`src/rtl/alu_pkg.sv`:
```
// Shared definitions for the ALU decode/issue stage: ALU opcodes, RV32 major
// opcodes and the issue-entry layout carried through the output buffer.
package alu_pkg;

    localparam int XLEN       = 32;
    localparam int SKID_DEPTH = 2;

    localparam logic [3:0] ALU_ADD  = 4'b0000;
    localparam logic [3:0] ALU_SUB  = 4'b0001;
    localparam logic [3:0] ALU_SLL  = 4'b0010;
    localparam logic [3:0] ALU_SLT  = 4'b0100;
    localparam logic [3:0] ALU_SLTU = 4'b0110;
    localparam logic [3:0] ALU_XOR  = 4'b1000;
    localparam logic [3:0] ALU_SRL  = 4'b1010;
    localparam logic [3:0] ALU_SRA  = 4'b1011;
    localparam logic [3:0] ALU_OR   = 4'b1100;
    localparam logic [3:0] ALU_AND  = 4'b1110;

    localparam logic [6:0] OPC_OP    = 7'b0110011;
    localparam logic [6:0] OPC_OPIMM = 7'b0010011;
    localparam logic [6:0] OPC_LUI   = 7'b0110111;
    localparam logic [6:0] OPC_AUIPC = 7'b0010111;

    typedef struct packed {
        logic [31:0] op0;
        logic [31:0] op1;
        logic [3:0]  opcode;
        logic [4:0]  rd;
    } issue_t;

    localparam int ENTRY_W = $bits(issue_t);

endpackage

```
`src/rtl/skid_buffer2.sv`:
```
// Generic two-entry valid/ready register slice. Upstream ready is a pure
// register output (skid slot empty), so it never depends on out_ready.
module skid_buffer2 #(
    parameter int WIDTH = 73
) (
    input  logic             clk,
    input  logic             rst,
    input  logic             in_valid,
    output logic             in_ready,
    input  logic [WIDTH-1:0] in_data,
    output logic             out_valid,
    input  logic             out_ready,
    output logic [WIDTH-1:0] out_data
);

    logic [WIDTH-1:0] head_reg, head_next;
    logic [WIDTH-1:0] skid_reg, skid_next;
    logic             head_valid_reg, head_valid_next;
    logic             skid_valid_reg, skid_valid_next;
    logic             push;
    logic             pop;

    assign in_ready  = ~skid_valid_reg;
    assign out_valid = head_valid_reg;
    assign out_data  = head_reg;

    assign push = in_valid & ~skid_valid_reg;
    assign pop  = head_valid_reg & out_ready;

    always_comb begin
        head_next       = head_reg;
        skid_next       = skid_reg;
        head_valid_next = head_valid_reg;
        skid_valid_next = skid_valid_reg;
        if (pop) begin
            // Skid full implies no push this edge, so refill from skid first.
            if (skid_valid_reg) begin
                head_next       = skid_reg;
                skid_valid_next = 1'b0;
            end else if (push) begin
                head_next = in_data;
            end else begin
                head_valid_next = 1'b0;
            end
        end else if (push) begin
            if (head_valid_reg) begin
                skid_next       = in_data;
                skid_valid_next = 1'b1;
            end else begin
                head_next       = in_data;
                head_valid_next = 1'b1;
            end
        end
    end

    always_ff @(posedge clk or posedge rst) begin
        if (rst) begin
            head_reg       <= '0;
            skid_reg       <= '0;
            head_valid_reg <= 1'b0;
            skid_valid_reg <= 1'b0;
        end else begin
            head_reg       <= head_next;
            skid_reg       <= skid_next;
            head_valid_reg <= head_valid_next;
            skid_valid_reg <= skid_valid_next;
        end
    end

endmodule

```
`src/rtl/alu_decode_stage.sv`:
```
// Decode/issue stage in front of the ALU: combinational RV32I decode of
// OP, OP-IMM, LUI and AUIPC feeding a registered two-entry output buffer.
module alu_decode_stage
    import alu_pkg::*;
(
    input  logic            clk,
    input  logic            rst,
    input  logic            in_valid,
    output logic            in_ready,
    input  logic [XLEN-1:0] in_instr,
    input  logic [XLEN-1:0] in_pc,
    input  logic [XLEN-1:0] rs1_data,
    input  logic [XLEN-1:0] rs2_data,
    input  logic            out_ready,
    output logic            out_valid,
    output logic            alu_en,
    output logic [XLEN-1:0] op0,
    output logic [XLEN-1:0] op1,
    output logic [3:0]      opcode,
    output logic [4:0]      rd,
    output logic            illegal
);

    issue_t     dec;
    issue_t     head;
    logic       legal;
    logic       accept;
    logic       illegal_reg;
    logic [2:0] f3;
    logic [6:0] f7;
    logic       unused_rs1_idx;

    assign f3 = in_instr[14:12];
    assign f7 = in_instr[31:25];
    // Register indices are resolved upstream; only the data is consumed here.
    assign unused_rs1_idx = ^in_instr[19:15];

    always_comb begin
        dec        = '0;
        legal      = 1'b0;
        dec.rd     = in_instr[11:7];
        case (in_instr[6:0])
            OPC_OP: begin
                legal      = (f7 == 7'b0000000) || (f7 == 7'b0100000);
                dec.op0    = rs1_data;
                dec.op1    = rs2_data;
                dec.opcode = {f3, ((f3 == 3'b000) || (f3 == 3'b101)) ? f7[5] : 1'b0};
            end
            OPC_OPIMM: begin
                legal      = 1'b1;
                dec.op0    = rs1_data;
                dec.op1    = {{20{in_instr[31]}}, in_instr[31:20]};
                dec.opcode = {f3, 1'b0};
                if (f3 == 3'b001) begin
                    dec.op1 = {27'b0, in_instr[24:20]};
                    legal   = (f7 == 7'b0000000);
                end else if (f3 == 3'b101) begin
                    dec.op1    = {27'b0, in_instr[24:20]};
                    dec.opcode = {f3, in_instr[30]};
                    legal      = (f7 == 7'b0000000) || (f7 == 7'b0100000);
                end
            end
            OPC_LUI: begin
                legal      = 1'b1;
                dec.op1    = {in_instr[31:12], 12'b0};
                dec.opcode = ALU_ADD;
            end
            OPC_AUIPC: begin
                legal      = 1'b1;
                dec.op0    = in_pc;
                dec.op1    = {in_instr[31:12], 12'b0};
                dec.opcode = ALU_ADD;
            end
            default: legal = 1'b0;
        endcase
    end

    assign accept = in_valid & in_ready;

    // Illegal instructions are consumed (in_ready honoured) but never enqueued.
    skid_buffer2 #(
        .WIDTH(ENTRY_W)
    ) u_skid (
        .clk      (clk),
        .rst      (rst),
        .in_valid (in_valid & legal),
        .in_ready (in_ready),
        .in_data  (dec),
        .out_valid(out_valid),
        .out_ready(out_ready),
        .out_data (head)
    );

    always_ff @(posedge clk or posedge rst) begin
        if (rst) begin
            illegal_reg <= 1'b0;
        end else begin
            illegal_reg <= accept & ~legal;
        end
    end

    assign illegal = illegal_reg;
    assign alu_en  = out_valid & out_ready;
    assign op0     = head.op0;
    assign op1     = head.op1;
    assign opcode  = head.opcode;
    assign rd      = head.rd;

endmodule

```
`config.mk`:
```
export PLATFORM = sky130hd
export DESIGN_NAME = alu_decode_stage
export DESIGN_NICKNAME = d
export VERILOG_FILES = /design/src/rtl/alu_pkg.sv /design/src/rtl/skid_buffer2.sv /design/src/rtl/alu_decode_stage.sv
export SDC_FILE = /design/constraint.sdc
export NUM_CORES = 1
export LEC_CHECK = 0
export BUFFER_PORTS_ARGS = -buffer_cell sky130_fd_sc_hd__buf_2
export CAP_MARGIN = 10
export CORE_ASPECT_RATIO = 0.75
export CORE_MARGIN = 1
export CORE_UTILIZATION = 35
export CTS_BUF_LIST = sky130_fd_sc_hd__clkbuf_16
export DETAILED_ROUTE_END_ITERATION = 10
export PLACE_DENSITY_LB_ADDON = 0.05
export SYNTH_ARGS = -nofsm -noshare
export SYNTH_HDL_FRONTEND = slang
export SYNTH_HIERARCHICAL = 1
export SYNTH_SLANG_ARGS = --single-unit
```
`constraint.sdc`:
```
create_clock -name clk -period 10.6 [get_ports clk]
set_input_delay 1.06 -clock clk [delete_from_list [all_inputs] [get_ports clk]]
set_output_delay 1.06 -clock clk [all_outputs]
set_load 0.03 [all_outputs]
```
# After elaboration in Yosys (flattened, before gate mapping)
# Index checks and enable logic that the tools add are counted.
# op_classes
addsub	0
multipliers	0
n_div	0
magnitude_cmp	0
eq_ne	10
shift	0
muxes	21
bitwise	8
n_reduce_logical	13
# ops
cell	count
2-to-1 mux 73 bit	5
one-hot mux 36 bit (3 select lines)	1
one-hot mux 32 bit (2 select lines)	1
2-to-1 mux 36 bit	1
2-to-1 mux 32 bit	1
equality test 7 x 6 -> 1 bit, second input constant	3
equality test 7 x 5 -> 1 bit, second input constant	2
2-to-1 mux 1 bit	10
AND reduction 3 bit	3
logical NOT 7 bit	1
!= test 2 bit, second input constant	3
nonzero test 2 bit	3
AND 1 bit	5
2-to-1 mux 4 bit	1
OR reduction 2 bit	2
equality test 3 x 1 -> 1 bit, second input constant	1
equality test 3 bit, second input constant	1
logical NOT 3 bit	1
NOT 1 bit	3
one-hot mux 1 bit (3 select lines)	1
logical OR 1 bit	2
AND reduction 2 bit	1
# word_totals
regBits	149
latch_bits	0
mem_bits_rw	0
rom_bits	0
output_inout_bits	77
elab_cells	57
mem_count	0

# Depth between registers and ports, before layout
# Gate-level depths: netlist of run 1.
# logic_depth
depth_word	10
mapped_depth	9
mapped_depth_nobuf	7

# Cells and area by module
# The synthesis of run 1 kept the hierarchy.
# by_module_without_submodules
module	instances	cells_per_inst	area_each_um2	seq_area_each_um2
skid_buffer2	1	581	7080.5	3703.6
alu_decode_stage	1	223	1297.5	25.0

# Worst setup path before layout of run 1
# OpenSTA, ideal clock, no wires.
# synth_path
path_kind	input to register
start	in in_instr[6]
end	reg u_skid.skid_reg[24]
arrival_time_ps	3194
setup_slack_ps	7281
stages	8
n_path_buf	2
path_cell_list	and4bb_2 nand2_2 buf_2 nor3b_1 nand2b_1 nor3_4 buf_6 mux2_2
# synth_between
elab_chain_cells	6
word_cells_on_any_way	10
# synth_lines
element	line	source
start: declaration	alu_decode_stage.sv:10	input logic [XLEN-1:0] in_instr,
equality test 7 x 5 -> 1 bit / equality test 7 x 6 -> 1 bit (equally long branches)	alu_decode_stage.sv:42	case (in_instr[6:0])
OR reduction 2 bit (no line)	--	
one-hot mux 1 bit (3 select lines)	alu_decode_stage.sv:42	
AND 1 bit	alu_decode_stage.sv:86	.in_valid (in_valid & legal),
AND 1 bit	skid_buffer2.sv:27	assign push = in_valid & ~skid_valid_reg;
AND reduction 3 bit (no line)	--	
end signal: assignment	skid_buffer2.sv:64	skid_reg <= skid_next;
end: declaration	skid_buffer2.sv:17	logic [WIDTH-1:0] skid_reg, skid_next;
# Parallel ways exist; a longest one is shown, timed or not.
# A chain may end at the register's enable or synchronous reset.

# Worst setup path after layout of run 1
# layout_path
start	in in_instr[5]
end	reg u_skid.skid_reg[0]
# layout_between
elab_chain_cells	6
word_cells_on_any_way	9
# layout_lines
element	line
equality test 7 x 5 -> 1 bit / equality test 7 x 6 -> 1 bit (equally long branches)	alu_decode_stage.sv:42
OR reduction 2 bit (no line)	--
one-hot mux 1 bit (3 select lines) *	alu_decode_stage.sv:42
AND 1 bit *	alu_decode_stage.sv:86
AND 1 bit *	skid_buffer2.sv:27
AND reduction 3 bit (no line) *	--
# Mark *: on every way between the ends. The rest lies on a longest branch, timed or not.

==> flow_metrics.py, run 1 <==
metrics = {
    "status": {
        "status": "complete, no violations",
    },
    "floorplanning": {
        "die-height_um": 136,
        "die_w_um": 181,
        "start_util": 0.360,
        "boundaryPins": 209,
        "core_area_um2": 23200,
        "dieArea_um2": 24600,
        "rows": 48,
    },
    "setup_path": {
        "startpoint_type": "primary input",
        "crit_type": "primary input to flop",
        "startpoint": "in_instr[5]",
        "arrival_ns": 4.03,
        "rr_worst_depth": 5,
        "cp_max_fo": 47,
        "critPathCaptureType": "flop",
        "endpoint": "u_skid/skid_reg[0]",
        "crit_required_ns": 10.90,
        "crit-reg2reg-launch": "u_skid/out_valid",
        "rrSetupSlack_ns": 7.76,
        "r2r_end": "u_skid/out_data[40]",
    },
    "cts": {
        "worstSkewPairLatency_ns": 0.42,
        "cts_tree": "yes",
        "clockRootBuffer": "clkbuf_16",
        "cts_resized": 0,
        "cts_max_path_buffers": 2,
        "post_cts_buffers": 0,
        "cts_max_level": 4,
        "cts_hold_buf": 0,
        "cts_sinks": 149,
        "cts_made_buffers": 17,
        "cts.clk_slew.worst_paths_ns": 0.07,
    },
    "place": {
        "port_buffers": 208,
        "gp_congestion": 0.784,
        "numPlacedInstances": 1249,
        "dpl.hpwl_um": 15400,
    },
    "min_path": {
        "hold_class": "flop to flop",
    },
    "global_routing": {
        "antenna_found_initial": 0,
        "grt_pass1_vias": 7068,
        "overflow": 0,
        "globalRouteTotalUtil": 0.209,
        "grt_max_degree": 80,
        "grt_first_pass_wirelength_um": 40400,
    },
    "sta": {
        "maxSlewHeadroom": 0.278,
        "drv_slew": 0,
        "fin_hold_ws_ns": 0.487,
        "tightest_slew_ns": 1.08,
        "fin_crit_ns": 3.74,
        "setup_tns_ns": 0,
        "rsz0062_at_grt": "no",
        "hold_viol": 0,
        "fin_crit_sh": 0.353,
        "fin_worst_skew_ns": 0.0130,
        "fmax_mhz": 267,
        "final-setup-viol-count": 0,
    },
    "yosys": {
        "synth_cells": 804,
        "syn_avg_cell_area_um2": 10.4,
        "synth_nets": 936,
        "ys_seq_area_frac": 0.445,
        "yosys_warnings": 6,
        "synth.distinct_cells": 43,
        "yosys_register_bits": 149,
        "syn-cell-area_um2": 8380,
    },
    "detailed_routing": {
        "drt-pass1-iter-count": 4,
        "routedWlPerCell_um": 19.6,
        "drtAntennaViolNets": 0,
        "initialDrtViolationCount": 389,
        "num_vias": 6912,
        "viasPerCell": 5.40,
        "wirelength_um": 25100,
        "route.detailed.drc": 0,
    },
    "finish": {
        "n_fill_cell": 2312,
        "num_antenna_cells": 0,
        "areaGrowthSynthToFinish_pct": 20.9,
        "fin_nets": 1100,
        "drive_gt1_frac": 0.320,
        "final_cell_mix": "208 x buf_2, 147 x dfrtp_1, 69 x inv_1",
        "final_common_cell": "buf_2",
        "instances_no_fill": 1281,
    },
    "pwr": {
        "p_leak_uw": 0.00497,
        "p_per_area_nw_per_um2": 204,
        "peakVddDrop_uv": 114,
    },
    "job": {
        "cap_viol_max_count": 0,
    },
}
==> worst max-delay path, cell delays in order <==
cell and delay, ns:
buf_2 0.52, o311a_1 0.22, nor3_1 0.07, nor3b_1 0.78
nand2b_2 0.16, nor3_4 0.17, buf_4 0.59, mux2_2 0.41
==> final cells by class <==
type,count,area [um^2],share of cell area
well taps,300,375,0.0371
inverters,70,268,0.0264
clock inverters,15,155,0.0153
clock buffers,17,425,0.0420
repair buffers,222,1150,0.113
flip-flops and latches,149,3730,0.368
multi-input cells,508,4030,0.398
==> per-stage QoR <==
| step | setup slack, ns | cell area, um^2 | utilization | total power (uW) |
|---|---|---|---|---|
| 2_1_floorplan | 5.56 | 8380 | - | 1240 |
| 3_3_place_gp | 6.47 | 9550 | 0.411 | 1470 |
| 6_report | 6.86 | 10100 | 0.436 | 2060 |
| 5_1_grt | 6.66 | 10100 | 0.436 | 2180 |
| 4_1_cts | 6.85 | 10100 | 0.436 | 2090 |
| 3_5_place_dp | 6.41 | 9550 | 0.411 | 1470 |
==> power by group <==
| group | internal [uW] | switching [uW] |
|---|---|---|
| registers | 694 | 71.8 |
| clock network | 348 | 256 |
| logic | 232 | 459 |
| total | 1270 | 787 |
==> kinds of logic (layout without fill, tap and decap cells) <==
group	count (synthesis)	in the layout	share of synthesized area
DFF	149	149	0.445
muxes	78	78	0.104
and+or+nand+nor	119	119	0.0708
AOI/OAI and AO/OA	311	311	0.303
buffers and inverters	147	324	0.0775
==> per-layer routing <==
metal | share of wire | global-route usage | up-vias
met2 | 0.46 | 0.336 | 136
li1 | - | - | 3297
met3 | 0.034 | 0.0346 | 17
met5 | 0 | 0 | -
met4 | 0.0099 | 0.0499 | 0
met1 | 0.49 | 0.294 | 3462
==> synth_stat cells <==
cell type    n  share of area
a21oi_1     36          0.022
o32a_1      25          0.030
a211oi_4     1         0.0024
and4bb_2     1         0.0015
buf_1        7         0.0031
a22oi_1      8         0.0072
and2_1       1        0.00075
nand3b_1     2         0.0018
inv_1       68          0.030
nor3b_1      1        0.00090
o22ai_1      1        0.00075
dfrtp_1    149           0.45
nand3_1      1        0.00060
nor3_1       1        0.00060
a21oi_2      1         0.0010
o22a_1      47          0.049
mux2_1      37          0.050
nor2_1      49          0.022
nor3_4       1         0.0019
inv_2        2        0.00090
o21a_1      25          0.022
a221oi_1     9         0.0094
nor4_1       1        0.00075
a221oi_2    10          0.018
nand2b_1     1        0.00075
buf_4        1        0.00090
o211a_1     48          0.057
a2bb2oi_1   47          0.049
nor2b_1     35          0.026
nand2_2      1        0.00075
and3_1       1        0.00075
buf_2       21          0.013
mux2i_1      5         0.0060
nand2_1     21         0.0094
clkbuf_1    39          0.017
buf_6        9          0.012
o311a_1      1         0.0012
o221ai_1     2         0.0021
o21ai_0     49          0.029
a21oi_4      1         0.0019
or2_1        1        0.00075
mux2_2      36          0.048
nor4_2       1         0.0015
==> worst min-delay path by stage <==
stage / startpoint / end / slack, ns / cells past startpoint
floorplan: u_skid/skid_reg[10] / u_skid/skid_reg[10] / 0.46 / 1
global placement: u_skid/skid_reg[2] / u_skid/skid_reg[2] / 0.47 / 1
detailed placement: u_skid/out_data[68] / u_skid/out_data[68] / 0.48 / 1
CTS: u_skid/out_data[68] / u_skid/out_data[68] / 0.49 / 1
global route: rst / illegal / 0.49 / 2
finish: u_skid/out_data[70] / u_skid/out_data[70] / 0.49 / 1
(Power assumes the default switching activity.)
==> run 2, diff against run 1 <==
- clock period: 10.6 -> 3.5 ns (I/O delays scaled with it)
==> run 2 against run 1 <==
  * Sequential power increased to 3.0 times the previous value
  * Routed wire length increased by 1.5%
  * Critical path depth decreased by 5
  * Critical endpoint is now in_ready
  * Via count increased by 0.64%
  * Setup slack got worse by 5.8 ns
  * Power increased to 3.1 times the previous value
  * Cell count increased by 0.94%
  * Register-to-register slack got worse by 6.5 ns
  * Clock-buffer cell count unchanged
  * Design area increased by 1.5%
  * Global-route usage about the same
==> flow_metrics.py, run 2 (synthesis gave the netlist of run 1 again) <==
metrics = {
    "global_routing": {
        "overflow": 0,
        "grt_first_pass_wirelength_um": 40000,
        "grtUsageMet2": 0.327,
        "grt_pass1_vias": 6906,
        "grt_max_degree": 55,
        "use_met1": 0.303,
        "grt_busiest_layer": "met2",
        "antenna_found_initial": 0,
        "use_met3": 0.0351,
        "globalRouteTotalUtil": 0.210,
    },
    "finish": {
        "fin_nets": 1113,
        "final_cell_mix": "208 x buf_2, 147 x dfrtp_1, 67 x inv_1",
        "final_common_cell": "buf_2",
        "areaGrowthSynthToFinish_pct": 22.7,
        "drive_gt1_frac": 0.328,
        "num_antenna_cells": 0,
    },
    "detailed_routing": {
        "routedWlPerCell_um": 19.7,
        "drt-pass1-iter-count": 5,
        "initialDrtViolationCount": 385,
        "wirelength_um": 25400,
        "route.detailed.drc": 0,
        "num_vias": 6956,
        "drtAntennaViolNets": 0,
        "viasPerCell": 5.38,
    },
    "setup_path": {
        "cp_max_fo": 33,
        "crit_required_ns": 3.15,
        "critPathTopFamily": "buffers and inverters",
        "startpoint_type": "flop",
        "critPathMaxStageDelay_ns": 0.72,
        "crit_chain": "buf_4 -> inv_1 -> buf_2",
        "cp_num_buf_inv": 3,
        "arrival_ns": 2.05,
        "crit_type": "flop to primary output",
        "critPathSlowestCell": "dfrtp_2",
        "critPathCaptureType": "primary output",
    },
    "cts": {
        "cts_sinks": 149,
        "clockRootBuffer": "clkbuf_16",
        "cts_max_path_buffers": 2,
        "cts_tree": "yes",
        "post_cts_buffers": 0,
        "cts.clk_slew.worst_paths_ns": 0.06,
        "cts_made_buffers": 17,
        "worstSkewPairLatency_ns": 0.42,
        "cts_max_level": 4,
    },
    "status": {
        "status": "complete, no violations",
    },
    "floorplanning": {
        "die_w_um": 181,
        "rows": 48,
        "die-height_um": 136,
        "dieArea_um2": 24600,
        "core_area_um2": 23200,
        "boundaryPins": 209,
        "start_util": 0.360,
    },
    "sta": {
        "fin_hold_ws_ns": 0.198,
        "final-setup-viol-count": 0,
        "setup_tns_ns": 0,
        "maxSlewHeadroom": 0.304,
        "fmax_mhz": 417,
        "fin_crit_ns": 2.40,
        "fin_crit_sh": 0.685,
        "tightest_slew_ns": 1.04,
        "fin_worst_skew_ns": 0.0117,
        "rsz0062_at_grt": "no",
        "hold_viol": 0,
        "drv_slew": 0,
    },
    "min_path": {
        "hold_class": "primary input to flop",
    },
    "pwr": {
        "p_leak_uw": 0.00505,
        "peakVddDrop_uv": 307,
        "p_per_area_nw_per_um2": 617,
    },
    "place": {
        "gp_congestion": 0.869,
        "dpl.hpwl_um": 16500,
        "port_buffers": 208,
    },
    "job": {
        "cap_viol_max_count": 0,
    },
}
run 2: per-layer routing:
| layer | vias to the layer above | share of wire |
|---|---|---|
| li1 | 3301 | - |
| met1 | 3501 | 0.49 |
| met2 | 138 | 0.47 |
| met3 | 16 | 0.033 |
| met4 | 0 | 0.010 |
| met5 | - | 0 |
run 2: power breakdown:
group / internal [uW] / total [uW] / leakage [uW] / switching, uW
registers: 2100 / 2330 / 0.00188 / 226
clock network: 1130 / 1910 / 0.000291 / 780
logic: 710 / 2100 / 0.00288 / 1390
total: 3940 / 6340 / 0.00505 / 2400
run 2: final timing paths:
check / start / end / slack (ns) / cells after the start
worst min-delay path: in_instr[11] / u_skid/skid_reg[4] / 0.20 / 2
worst max register to register: u_skid/skid_valid_reg / u_skid/out_data[5] / 1.23 / 5
worst max-delay path: u_skid/skid_valid_reg / in_ready / 1.10 / 3
max in group asynchronous: rst / u_skid/out_data[6] / 1.82 / 4
min in group asynchronous: rst / illegal / 0.36 / 3
worst min register to register: u_skid/out_data[56] / u_skid/out_data[56] / 0.48 / 1
run 2: layout make-up:
type | instances | area (um^2)
Sequential cell | 149 | 3730
Fill cell | 2272 | 13000
Inverter | 70 | 267
Multi-Input combinational cell | 508 | 4030
Clock buffer | 17 | 425
Clock inverter | 14 | 175
Timing Repair Buffer | 235 | 1280
Tap cell | 300 | 375
run 2: repair_timing:
action                     CTS  global route
gates resized for setup      0             0
hold endpoints to repair     1             0
setup endpoints to repair    0             0
hold buffers                 1             0
run 2: worst register-to-register path: stages (launching register included):
cell and delay (ns):
dfrtp_2 0.72, buf_4 0.51, nand3b_1 0.21, buf_4 0.40, o22a_1 0.24, o211a_1 0.14
run 2: per-stage QoR:
step	power [uW]	util	area, um^2	setup WS, ns	cells
after floorplan	3760	-	8380	0.891	804
after global placement	4460	0.416	9670	0.844	1261
after detailed placement	4470	0.416	9670	0.824	1261
after CTS	6410	0.442	10300	1.07	1293
after global routing	6680	0.442	10300	0.999	1293
final	6340	0.442	10300	1.10	1293
